### src/rtl/hpam_pkg.sv
// -----------------------------------------------------------------------------
// hpam_pkg
// Shared helpers for the HPAM approximate multiplier pipeline.
//   prod_w()  : product width for a given operand width (2*WIDTH)
//   clamp_k() : saturate a requested approximation level to the largest
//               level the instance supports
// No ports (package).
// -----------------------------------------------------------------------------
package hpam_pkg;

    function automatic int unsigned prod_w(input int unsigned width);
        return 2 * width;
    endfunction

    function automatic int unsigned clamp_k(input int unsigned k, input int unsigned max_k);
        return (k > max_k) ? max_k : k;
    endfunction

endpackage

### src/rtl/hpam_col_reduce.sv
// -----------------------------------------------------------------------------
// hpam_col_reduce
// Combinational partial-product compressor with low-column approximation.
// Columns c >= k are summed exactly through a carry-save (full-adder per
// column) chain; columns c < k are replaced by the OR of their partial
// products and never produce a carry.
// Ports:
//   a, b : WIDTH-bit unsigned operands
//   k    : approximation level, already clamped by the caller
//   p    : 2*WIDTH-bit result (exact when k == 0)
// -----------------------------------------------------------------------------
module hpam_col_reduce
    import hpam_pkg::*;
#(
    parameter int unsigned WIDTH = 8,
    parameter int unsigned KW    = 4
) (
    input  logic [WIDTH-1:0]   a,
    input  logic [WIDTH-1:0]   b,
    input  logic [KW-1:0]      k,
    output logic [2*WIDTH-1:0] p
);

    localparam int unsigned PW = prod_w(WIDTH);

    logic [PW-1:0] exact_mask;
    logic [PW-1:0] row;
    logic [PW-1:0] masked;
    logic [PW-1:0] or_v;
    logic [PW-1:0] sum_v;
    logic [PW-1:0] carry_v;
    logic [PW-1:0] maj;

    // NOTE: blocking assignments are deliberate here: each loop iteration
    // consumes the sum/carry vectors the previous iteration just produced.
    always_comb begin
        exact_mask = '1 << k;      // ones in columns that are summed exactly
        row        = '0;
        masked     = '0;
        maj        = '0;
        or_v       = '0;
        sum_v      = '0;
        carry_v    = '0;
        for (int i = 0; i < int'(WIDTH); i++) begin
            // Row i holds pp[i][j] in column i+j.
            row     = a[i] ? (PW'(b) << i) : '0;
            or_v    = or_v | row;
            masked  = row & exact_mask;
            // 3:2 compression of (sum, carry, new row); the carry out of the
            // top column is dropped because the exact part is below 2^PW.
            maj     = (sum_v & carry_v) | (sum_v & masked) | (carry_v & masked);
            sum_v   = sum_v ^ carry_v ^ masked;
            carry_v = maj << 1;
        end
        // Exact part has zeros below column k, so the OR'd low columns
        // can be merged without an adder.
        p = (sum_v + carry_v) | (or_v & ~exact_mask);
    end

endmodule

### src/rtl/hpam_mul_pipe.sv
// -----------------------------------------------------------------------------
// hpam_mul_pipe
// Pipelined WIDTH x WIDTH unsigned multiplier with per-beat approximation
// level K, valid/ready on both sides and full backpressure.
// Stage layout:
//   STAGES = 1 : reduce on the inputs, register the product
//   STAGES >= 2: operand register -> reduce -> (STAGES-2) product registers
//                -> output register
// All stages advance together when the output is empty or being consumed.
// Ports:
//   clk, rst_n           clock, asynchronous active-low reset
//   in_valid/in_ready    operand handshake; in_a, in_b operands, in_k level
//   out_valid/out_ready  result handshake; out_p product, out_k level used
//   occupancy            number of valid beats currently held, 0..STAGES
// -----------------------------------------------------------------------------
module hpam_mul_pipe
    import hpam_pkg::*;
#(
    parameter int unsigned WIDTH  = 8,
    parameter int unsigned STAGES = 3,
    parameter int unsigned MAX_K  = 8,
    parameter int unsigned KW     = $clog2(MAX_K + 1)
) (
    input  logic               clk,
    input  logic               rst_n,
    input  logic               in_valid,
    output logic               in_ready,
    input  logic [WIDTH-1:0]   in_a,
    input  logic [WIDTH-1:0]   in_b,
    input  logic [KW-1:0]      in_k,
    output logic               out_valid,
    input  logic               out_ready,
    output logic [2*WIDTH-1:0] out_p,
    output logic [KW-1:0]      out_k,
    output logic [2:0]         occupancy
);

    localparam int unsigned PW = prod_w(WIDTH);

    if (STAGES < 1 || STAGES > 4) begin : g_bad_stages
        $error("hpam_mul_pipe: STAGES must be in 1..4");
    end
    if (MAX_K > 2 * WIDTH - 1) begin : g_bad_max_k
        $error("hpam_mul_pipe: MAX_K must be in 0..2*WIDTH-1");
    end

    typedef struct packed {
        logic [KW-1:0]    k;
        logic [WIDTH-1:0] a;
        logic [WIDTH-1:0] b;
    } opnd_rec_t;

    typedef struct packed {
        logic [KW-1:0] k;
        logic [PW-1:0] p;
    } prod_rec_t;

    logic              adv;
    logic [KW-1:0]     k_in_eff;
    logic [STAGES-1:0] vld_d;
    logic [STAGES-1:0] vld_q;
    opnd_rec_t         red_in;
    logic [PW-1:0]     red_p;
    prod_rec_t         red_rec;
    prod_rec_t         tail_rec;
    logic              tail_vld;
    prod_rec_t         out_d;
    prod_rec_t         out_q;

    // Whole pipe moves as one; in_ready depends on out_ready, never on in_valid.
    assign adv      = !out_valid || out_ready;
    assign in_ready = adv;
    assign k_in_eff = KW'(clamp_k(32'(in_k), MAX_K));

    // ---------------------------------------------------------------- operands
    if (STAGES > 1) begin : g_opnd
        opnd_rec_t opnd_d;
        opnd_rec_t opnd_q;

        always_comb begin
            opnd_d = opnd_q;
            if (adv && in_valid) begin
                opnd_d = '{k: k_in_eff, a: in_a, b: in_b};
            end
        end

        // NOTE: datapath registers carry no reset; the valid bit beside each
        // one decides whether its contents mean anything. Only the output
        // register is reset, because out_p/out_k are visible after reset.
        always_ff @(posedge clk) begin
            opnd_q <= opnd_d;
        end

        assign red_in   = opnd_q;
        assign tail_vld = vld_q[STAGES-2];
    end else begin : g_no_opnd
        assign red_in   = '{k: k_in_eff, a: in_a, b: in_b};
        assign tail_vld = in_valid;
    end

    // ------------------------------------------------------------ compressor
    hpam_col_reduce #(
        .WIDTH (WIDTH),
        .KW    (KW)
    ) u_col_reduce (
        .a (red_in.a),
        .b (red_in.b),
        .k (red_in.k),
        .p (red_p)
    );

    assign red_rec = '{k: red_in.k, p: red_p};

    // --------------------------------------------------- intermediate products
    if (STAGES > 2) begin : g_mid
        localparam int unsigned NM = STAGES - 2;
        prod_rec_t mid_d [NM];
        prod_rec_t mid_q [NM];

        // mid_q[i] is pipeline stage i+1, so its source valid is vld_q[i].
        always_comb begin
            mid_d[0] = mid_q[0];
            if (adv && vld_q[0]) begin
                mid_d[0] = red_rec;
            end
            for (int i = 1; i < int'(NM); i++) begin
                mid_d[i] = mid_q[i];
                if (adv && vld_q[i]) begin
                    mid_d[i] = mid_q[i-1];
                end
            end
        end

        always_ff @(posedge clk) begin
            mid_q <= mid_d;
        end

        assign tail_rec = mid_q[NM-1];
    end else begin : g_no_mid
        assign tail_rec = red_rec;
    end

    // ------------------------------------------------------- valid chain / out
    // NOTE: every always_comb output gets a default before any condition, so
    // no path can leave it unassigned and infer a latch.
    always_comb begin
        vld_d = vld_q;
        if (adv) begin
            vld_d[0] = in_valid;
            for (int i = 1; i < int'(STAGES); i++) begin
                vld_d[i] = vld_q[i-1];
            end
        end
    end

    // Load only real beats so out_p holds its last result across bubbles.
    always_comb begin
        out_d = out_q;
        if (adv && tail_vld) begin
            out_d = tail_rec;
        end
    end

    always_ff @(posedge clk or negedge rst_n) begin
        if (!rst_n) begin
            vld_q <= '0;
            out_q <= '0;
        end else begin
            vld_q <= vld_d;
            out_q <= out_d;
        end
    end

    // Bubbles are never collapsed, so the beat count is the count of set valids.
    always_comb begin
        occupancy = '0;
        for (int i = 0; i < int'(STAGES); i++) begin
            occupancy = occupancy + 3'(vld_q[i]);
        end
    end

    assign out_valid = vld_q[STAGES-1];
    assign out_p     = out_q.p;
    assign out_k     = out_q.k;

endmodule

### config.mk
export PLATFORM = sky130hd
export DESIGN_NAME = hpam_mul_pipe
export DESIGN_NICKNAME = d
export VERILOG_FILES = /design/src/rtl/hpam_pkg.sv /design/src/rtl/hpam_col_reduce.sv /design/src/rtl/hpam_mul_pipe.sv
export SDC_FILE = /design/constraint.sdc
export NUM_CORES = 1
export LEC_CHECK = 0
export BUFFER_PORTS_ARGS = -buffer_cell sky130_fd_sc_hd__buf_2
export CAP_MARGIN = 20
export CORE_MARGIN = 5
export CORE_UTILIZATION = 45
export DETAILED_ROUTE_END_ITERATION = 12
export HOLD_SLACK_MARGIN = 0.03
export PLACE_DENSITY = 0.7
export SYNTH_ARGS = -nofsm -noshare
export SYNTH_HDL_FRONTEND = slang
export SYNTH_HIERARCHICAL = 1
export SYNTH_SLANG_ARGS = --single-unit
### constraint.sdc
create_clock -name clk -period 14.8 [get_ports clk]
set_input_delay 2.22 -clock clk [delete_from_list [all_inputs] [get_ports clk]]
set_output_delay 2.22 -clock clk [all_outputs]
set_load 0.05 [all_outputs]
---- Word level (Yosys, flattened, before mapping) ----
Cells that the tools add are included.
storage, ports and cells
  flip-flop bits (word level) ............. 63
  input port bits ......................... 24
cells by class
  add/subtract/negate cells ............... 3
  magnitude comparators ................... 1
  shift operators ......................... 1
  mux-type cells .......................... 8
  bitwise operators ....................... 62
  reductions and logical operators ........ 5
operators with widths
  cell                   count
  $and 15x15->15         19
  $xor 16x16->16         13
  $or 15x15->15          12
  $or 16x16->16          6
  $add 16x16->16         1
  $and 10x16->16         1
  $and 11x16->16         1
  $and 12x16->16         1
  $and 13x16->16         1
  $and 14x16->16         1
  $and 15x16->16         1
  $and 16x16->16         1
  $and 8x16->16          1
  $and 9x16->16          1
  $not 16->16            1
  $or 16x14->16          1
  $or 16x15->16          1
  $shl 16x4->16 const A  1
  $mux 15                1
  $mux 14                1
  $mux 13                1
  $mux 12                1
  $mux 11                1
  $mux 10                1
  other kinds (8)        10

---- Longest topological paths before layout ----
Gate-level depths: netlist of the first run.
  depth after elaboration ................. 23
  depth in mapped cells ................... 20
  mapped depth without buffers ............ 19

---- By module ----
The synthesis of the first run kept the hierarchy.
by module, submodules not included
  module           times used  cells an instance  area an instance (um^2)  sequential area each (um^2)
  hpam_col_reduce  1           271                2,289.7                  0.0
  hpam_mul_pipe    1           100                2,223.4                  1,776.7

---- Worst setup path before layout of the first run ----
No wires, ideal clock.
  kind .................................... register to register
  from .................................... register g_opnd.opnd_q[17] (netlist bit)
  to ...................................... register g_mid.mid_q[14] (netlist bit), data pin
  setup time .............................. 0.261 ns
  arrival time ............................ 5.231 ns
  required time ........................... 14.539 ns
  setup slack ............................. 9.307 ns
  cell stages (with the launch flop) ...... 21
  buffers on the path ..................... 1
  clock period less this slack ............ 5.493 ns
  path through ............................ edfxtp_1 > buf_6 > and2_1 > a21oi_4 > and3_1 > ha_1 > inv_1 > fa_1 > fa_1 > fa_1 > fa_1 > fa_1 > fa_1 > inv_1 > ha_1 > inv_1 > fa_1 > nor2b_1 > o31a_1 > o22ai_1 > mux2i_1
between the ends
  longest elaborated chain between the ends .. 23
  elaborated cells on any way between the ends .. 57
ends and longest elaborated chain
  element                                           RTL line                                      source
  from (decl)                                       hpam_mul_pipe.sv:78                           opnd_rec_t opnd_q;
  from (signal assigned)                            hpam_mul_pipe.sv:91                           opnd_q <= opnd_d;
  $shl 16x4->16 (*)                                 hpam_col_reduce.sv:37                         exact_mask = '1 << k;
  $and 8x16->16 or $and 9x16->16 (tied branches)    hpam_col_reduce.sv:48                         masked = row & exact_mask;
  $xor 16x16->16 or $and 15x15->15 (tied branches)  hpam_col_reduce.sv:52, hpam_col_reduce.sv:51
  $and 15x15->15                                    hpam_col_reduce.sv:51                         maj = (sum_v & carry_v) | (sum_v & masked) | (carry_v & masked);
  $or 15x15->15 (2 in a row)                        hpam_col_reduce.sv:51
  $and 15x15->15                                    hpam_col_reduce.sv:51
  $or 15x15->15 (2 in a row)                        hpam_col_reduce.sv:51
  $and 15x15->15                                    hpam_col_reduce.sv:51
  [3 not listed]                                    n/a
  $or 15x15->15 (2 in a row)                        hpam_col_reduce.sv:51
  $and 15x15->15                                    hpam_col_reduce.sv:51
  $or 15x15->15 (2 in a row)                        hpam_col_reduce.sv:51
  $and 15x15->15                                    hpam_col_reduce.sv:51
  $or 15x15->15 (2 in a row)                        hpam_col_reduce.sv:51
  $add 16x16->16                                    hpam_col_reduce.sv:57                         p = (sum_v + carry_v) | (or_v & ~exact_mask);
  $or 16x16->16 (*)                                 hpam_col_reduce.sv:57
  named net red_p[14]                               hpam_mul_pipe.sv:63                           logic [PW-1:0] red_p;
  to (signal assigned)                              hpam_mul_pipe.sv:135                          mid_q <= mid_d;
  to (decl)                                         hpam_mul_pipe.sv:118                          prod_rec_t mid_q [NM];
The timed path passes the listed nets; every way through them passes the cells marked *.
A chain may end at the register's enable or synchronous reset.

---- Final worst setup path of the first run ----
  from .................................... register g_opnd.opnd_q[19] (netlist bit)
  to ...................................... register g_mid.mid_q[14] (netlist bit), data pin
The elaborated chain is that of the path after synthesis.

==> results of run 1 <==
placed cells by master (no fill, tap or decap), types with 2 or more instances in the layout:
cell type | Yosys | routed
buf_2 | 12 | 47
fa_1 | 44 | 44
nand3_1 | 44 | 44
edfxtp_1 | 40 | 40
inv_1 | 28 | 28
dfrtp_1 | 23 | 23
mux2_4 | 20 | 20
nand2_1 | 15 | 15
ha_1 | 14 | 14
a22oi_1 | 13 | 13
and3_1 | 11 | 11
o21ai_0 | 10 | 10
clkbuf_8 | 0 | 9
nor2_1 | 9 | 9
nor2b_1 | 6 | 6
a222oi_1 | 6 | 6
and2_1 | 5 | 5
nand3b_1 | 4 | 4
a221oi_1 | 4 | 4
or2_2 | 3 | 3
nor3_1 | 3 | 3
o21bai_1 | 3 | 3
o22ai_1 | 3 | 3
nand2b_1 | 2 | 2
mux2_2 | 2 | 2
nand2_4 | 2 | 2
inv_6 | 0 | 2
o21ai_1 | 2 | 2
a21oi_4 | 2 | 2
a21oi_1 | 2 | 2
a31oi_1 | 2 | 2
o21a_1 | 2 | 2
a21o_1 | 2 | 2
logic make-up (layout without fill, tap and decap cells):
family                     after synthesis  in the layout  synth area share [%]
other                                    1              1               0.08309
and+or+nand+nor                        108            108                 12.81
muxes                                   24             24                 7.624
adders and majority gates               58             58                 23.40
buffers and inverters                   59             91                 6.487
AOI/OAI and AO/OA                       58             58                 10.23
DFF                                     63             63                 39.37
worst max-delay path by stage:
stage / from / endpoint / slack, ns / cells after the start
3_3_place_gp: g_opnd.opnd_q[19]$_SDFFCE_PN1P_ / g_mid.mid_q[14]$_DFFE_PP_ / 8.84 / 18
3_5_place_dp: g_opnd.opnd_q[19]$_SDFFCE_PN1P_ / g_mid.mid_q[14]$_DFFE_PP_ / 8.67 / 18
2_1_floorplan: g_opnd.opnd_q[17]$_SDFFCE_PN0P_ / g_mid.mid_q[14]$_DFFE_PP_ / 9.31 / 20
6_report: g_opnd.opnd_q[19]$_SDFFCE_PN1P_ / g_mid.mid_q[14]$_DFFE_PP_ / 8.64 / 18
4_1_cts: g_opnd.opnd_q[19]$_SDFFCE_PN1P_ / g_mid.mid_q[14]$_DFFE_PP_ / 8.68 / 18
5_1_grt: g_opnd.opnd_q[19]$_SDFFCE_PN1P_ / g_mid.mid_q[14]$_DFFE_PP_ / 8.27 / 18
metrics by stage:
step                instances  hold WS, ns  utilization (%)
floorplan                 371       0.4507                -
global placement          520       0.4611            48.36
detailed placement        520       0.4643            48.36
CTS                       536       0.4781            50.63
global route              536       0.4871            50.63
finish                    536       0.4748            50.63
power groups by stage:
stage,clock network [mW],registers (mW),logic (mW)
finish,0.164,0.291,0.389
global route,0.177,0.300,0.422
CTS,0.167,0.292,0.391
detailed placement,0,0.295,0.389
global placement,0,0.293,0.381
floorplan,0,0.375,0.228
registers in the layout, indices dropped and copies added (netlist names):
signal,flops
vld_q,3
g_mid.mid_q,20
out_k,4
out_p,16
g_opnd.opnd_q,20
routing by layer:
layer / GRT usage (%) / up-vias / share of wire (%)
met2: 27.77 / 146 / 50
li1: - / 1367 / -
met5: 0 / - / 0
met4: 5.893 / 0 / 1.5
met3: 3.553 / 18 / 7.2
met1: 22.55 / 1564 / 42
worst max-delay path, delay by kind of cell, from the launching register on:
family                   cells  cell delay [ns]
flip-flops                   1             0.73
multiplexers                 1             0.14
AO/OA/AOI/OAI                3             0.87
buffers and inverters        3             0.20
AND/OR/NAND/NOR              2             0.45
adder cells (fa/ha/maj)      9             3.53
layout make-up:
type / instances / area, um^2
Multi-Input combinational cell: 249 / 2444
Sequential cell: 63 / 1777
Tap cell: 133 / 166.4
Fill cell: 860 / 4826
Clock buffer: 10 / 148.9
Timing Repair Buffer: 47 / 235.2
Clock inverter: 6 / 72.57
Inverter: 28 / 105.1
==> flow_summary.json, run 1 <==
{
  "whs_endpoint": "out_p[9]$_DFFE_PN0P_",
  "ff2ff_setup_slack_ns": 8.64,
  "antenna_left": 0,
  "antenna_found_initial": 0,
  "hold_start": "g_mid.mid_q[9]$_DFFE_PP_",
  "grt_usage_pct": 16.99,
  "diodes": 0,
  "cts_max_level": 3,
  "ys.warnings.count": 6,
  "fin_tns_setup_ns": 0,
  "pwr-share-clk_pct": 19.4,
  "arrival_ns": 6.26,
  "cts.sinks": 63,
  "power_frac_comb_pct": 46.1,
  "maxCapViolations": 0,
  "grt_pass1_vias": 3214,
  "ys_async_sr_fraction_pct": 36.51,
  "avgSynthCellArea_um2": 12.16,
  "cts_setup_buffers": 0,
  "ios": 49,
  "path_class": "register to register",
  "placed_area_um2": 4727,
  "synth_cell_types": 49,
  "rsz0062_at_grt": "no",
  "crit_path_start_kind": "register",
  "syn-cell-area_um2": 4513,
  "yosysSeqAreaShare_pct": 39.37,
  "first_iter_violations": 270,
  "grt_max_degree": 24,
  "required_ns": 14.89,
  "portBuffers": 47,
  "drc": 0,
  "gp_congestion": 0.8488,
  "wl_per_cell_um": 17.43,
  "hpwl_um": 6739,
  "start_util_pct": 46.17,
  "peakVddDrop_mv": 0.09465,
  "drive_gt1_share_pct": 24.57,
  "power_density_nw_per_um2": 170.6,
  "crit_slowest_cell": "edfxtp_1",
  "leakagePower_nw": 1.954,
  "rows": 36,
  "yosys.area.top_type": "edfxtp_1",
  "synth_seq_cells": 63,
  "intPower_mw": 0.4837,
  "reg2reg_to": "g_mid.mid_q[14]$_DFFE_PP_",
  "endpoint_kind": "register",
  "hp-class": "register to register",
  "synth_edf_count": 40,
  "tightest_slew_ns": 0.9313,
  "critical-path-max-stage-delay_ns": 0.73,
  "via_count": 3095,
  "grt_pass1_wl_um": 15850,
  "p_seq_share_pct": 34.5,
  "via_per_inst": 5.774,
  "die_w_um": 110.1,
  "finClkSkew_ns": 0.01614,
  "dr.pass1.iters": 7,
  "syn_to_final_growth_pct": 9.648,
  "setup_violations": 0,
  "overflow": 0,
  "netSwitchingPower_mw": 0.3606,
  "period_needed_ns": 6.163,
  "status": "completed",
  "slew_headroom_pct": 37.92,
  "syn_inst": 371,
  "die_height_um": 110.1,
  "syn_nets": 453,
  "holdPathStages": 1,
  "cpMostUsedCell": "fa_1",
  "synth.area.top_cells": "edfxtp_1, fa_1, dfrtp_1",
  "slew_violations": 0,
  "coreArea_um2": 9774,
  "cts_buffer_depth": 2,
  "reg2reg_depth": 18,
  "cts_hold_repair.buffers": 0,
  "worst_slack_ns": 8.637,
  "dieArea_um2": 12130,
  "yosys-top-cells-count": "fa_1, nand3_1, edfxtp_1",
  "finalPower_mw": 0.8442,
  "fmax_mhz": 162.3,
  "design_area_um2": 4949,
  "synth_top_area_share_pct": 26.61,
  "cts_resized": 0,
  "worstSkewPairLatency_ns": 0.35,
  "layout.nets": 480,
  "clk_pin_slew_ns": 0.08,
  "wl_um": 9341,
  "crit_fanout": 22,
  "dp_slack_ns": 8.671,
  "hold_violations": 0,
  "cts_buffers": 9,
  "reg2reg_from": "g_opnd.opnd_q[19]$_SDFFCE_PN1P_",
  "worstPathCellList": "a21oi_1 -> and3_1 -> ha_1 -> inv_1 -> fa_1 -> fa_1 -> fa_1 -> fa_1 -> fa_1 -> fa_1 -> inv_1 -> ha_1 -> inv_1 -> fa_1 -> nor2b_1 -> o31a_1 -> o22ai_1 -> mux2i_1",
  "sw_frac_of_total_pct": 42.71,
  "fin_crit_sh_pct": 41.64,
  "cts_root_buf": "clkbuf_8",
  "ys_dominant_reg_cell": "edfxtp_1",
  "cts_tree": "done"
}
(Power assumes the default switching activity.)
==> inputs of run 2 (changes only) <==
==> constraint.sdc (replaced) <==
create_clock -name clk -period 5.87 [get_ports clk]
set_input_delay 0.8805 -clock clk [delete_from_list [all_inputs] [get_ports clk]]
set_output_delay 0.8805 -clock clk [all_outputs]
set_load 0.05 [all_outputs]
==> run 2 against run 1 <==
Effect of this change: critical path depth up 1; maximum frequency increased by 7.1%; wire length increased by 5.6%; critical path type unchanged.
==> flow_summary.json, run 2 (synthesis results as in run 1) <==
{
  "antenna_found_initial": 0,
  "met2_usage_pct": 29.12,
  "cts.sinks": 63,
  "cts_tree": "done",
  "p_seq_share_pct": 32.5,
  "fmax_mhz": 173.7,
  "maxCapViolations": 0,
  "portBuffers": 47,
  "layout.nets": 508,
  "slew_violations": 0,
  "antenna_left": 0,
  "use_met1_pct": 23.68,
  "layout_common_cells": "buf_2, fa_1, nand3_1",
  "crit_fanout": 7,
  "coreArea_um2": 9774,
  "cts_buffer_depth": 2,
  "overflow": 0,
  "via_per_inst": 5.589,
  "start_util_pct": 46.17,
  "netSwitchingPower_mw": 0.9099,
  "top_usage_layer": "met2",
  "status": "completed",
  "cts_root_buf": "clkbuf_8",
  "grt_max_degree": 24,
  "first_iter_violations": 255,
  "rsz0062_at_grt": "yes",
  "grt_pass1_vias": 3312,
  "sw_frac_of_total_pct": 41.75,
  "power_frac_comb_pct": 47.8,
  "finClkSkew_ns": 0.01061,
  "tightest_slew_ns": 0.9327,
  "dp_slack_ns": 0.05928,
  "power_density_nw_per_um2": 421.0,
  "place_inst": 539,
  "hold_violations": 0,
  "crit_path_start_kind": "register",
  "wl_um": 9864,
  "final_cells": 564,
  "fin_crit_sh_pct": 98.05,
  "n_fill_cell": 861,
  "grt_usage_pct": 17.83,
  "finalPower_mw": 2.180,
  "worst_slack_ns": 0.1143,
  "intPower_mw": 1.270,
  "pwr-share-clk_pct": 19.7,
  "required_ns": 5.97,
  "ios": 49,
  "hpwl_um": 7376,
  "grt_use_met3_pct": 5.591,
  "cts_buffers": 9,
  "dr.pass1.iters": 6,
  "rows": 36,
  "drive_gt1_share_pct": 30.16,
  "diodes": 0,
  "worstSkewPairLatency_ns": 0.36,
  "final_common_cell": "buf_2",
  "slew_headroom_pct": 37.82,
  "drc": 0,
  "wl_per_cell_um": 17.49,
  "arrival_ns": 5.86,
  "peakVddDrop_mv": 0.2281,
  "regArea_um2": 1777,
  "syn_to_final_growth_pct": 14.72,
  "fin_tns_setup_ns": 0,
  "multi_input_area_um2": 2451,
  "via_count": 3152,
  "dieArea_um2": 12130,
  "cts_hold_repair.buffers": 0,
  "clk_pin_slew_ns": 0.08,
  "gp_congestion": 0.8907,
  "hp-class": "register to register",
  "leakagePower_nw": 2.099,
  "endpoint_kind": "register",
  "path_class": "register to register",
  "cts_max_level": 3,
  "grt_pass1_wl_um": 16420,
  "setup_violations": 0,
  "die_height_um": 110.1,
  "die_w_um": 110.1,
  "ff2ff_setup_slack_ns": 0.11,
  "period_needed_ns": 5.756
}
## run 2: repair_timing
action,4_1_cts,5_1_grt
resized for setup,0,5
setup buffers,0,9
hold endpoints to repair,0,0
endpoints found under the setup margin,0,5
## run 2: path summary, 6_finish.rpt
kind                                                       from                        end  cells past startpoint
worst max-delay path            g_opnd.opnd_q[16]$_SDFFCE_PN0P_  g_mid.mid_q[14]$_DFFE_PP_                     19
worst min-delay path                  g_mid.mid_q[17]$_DFFE_PP_       out_k[1]$_DFFE_PN0P_                      1
worst max register to register  g_opnd.opnd_q[16]$_SDFFCE_PN0P_  g_mid.mid_q[14]$_DFFE_PP_                     19
worst min register to register        g_mid.mid_q[17]$_DFFE_PP_       out_k[1]$_DFFE_PN0P_                      1
max in group asynchronous                                 rst_n       out_p[2]$_DFFE_PN0P_                      1
min in group asynchronous                                 rst_n       vld_q[1]$_DFFE_PN0N_                      1
## run 2: final cells by class
class / count / share of cell area, %
clock buffers: 11 / 3.359
clock inverters: 5 / 1.136
inverters: 28 / 2.030
multi-input cells: 249 / 47.34
flip-flops and latches: 63 / 34.32
well taps: 133 / 3.214
repair buffers: 75 / 8.603
## run 2: power by group through the flow
stage / registers [mW] / clock network (mW) / logic [mW]
2_1_floorplan: 0.946 / 0 / 0.574
3_3_place_gp: 0.713 / 0 / 1.00
3_5_place_dp: 0.719 / 0 / 1.02
4_1_cts: 0.711 / 0.438 / 1.03
5_1_grt: 0.728 / 0.463 / 1.13
6_report: 0.709 / 0.429 / 1.04
## run 2: routing by layer
layer / vias to the layer above / wire length [um]
met2: 138 / 4816
li1: 1425 / -
met3: 13 / 755
met1: 1576 / 4168
met4: 0 / 125
met5: - / 0
## run 2: worst max-delay path, cell delays in order, from the launching register on
cell	delay [ns]
edfxtp_1	0.48
and2_4	0.21
a21oi_4	0.23
and3_1	0.21
ha_1	0.15
inv_1	0.06
fa_1	0.52
fa_1	0.43
fa_1	0.41
fa_1	0.49
fa_1	0.53
fa_1	0.41
inv_1	0.07
ha_1	0.20
inv_1	0.08
fa_1	0.45
nor2b_2	0.16
o31a_1	0.17
o22ai_1	0.11
mux2i_1	0.13
## run 2: stage by stage
step                utilization (%)  hold slack, ns  area (um^2)
floorplan                         -          0.4507         4513
finish                        52.97          0.4825         5177
detailed placement            49.82          0.4681         4870
CTS                           52.20          0.4856         5102
global placement              49.82          0.4606         4870
global route                  52.97          0.5002         5177
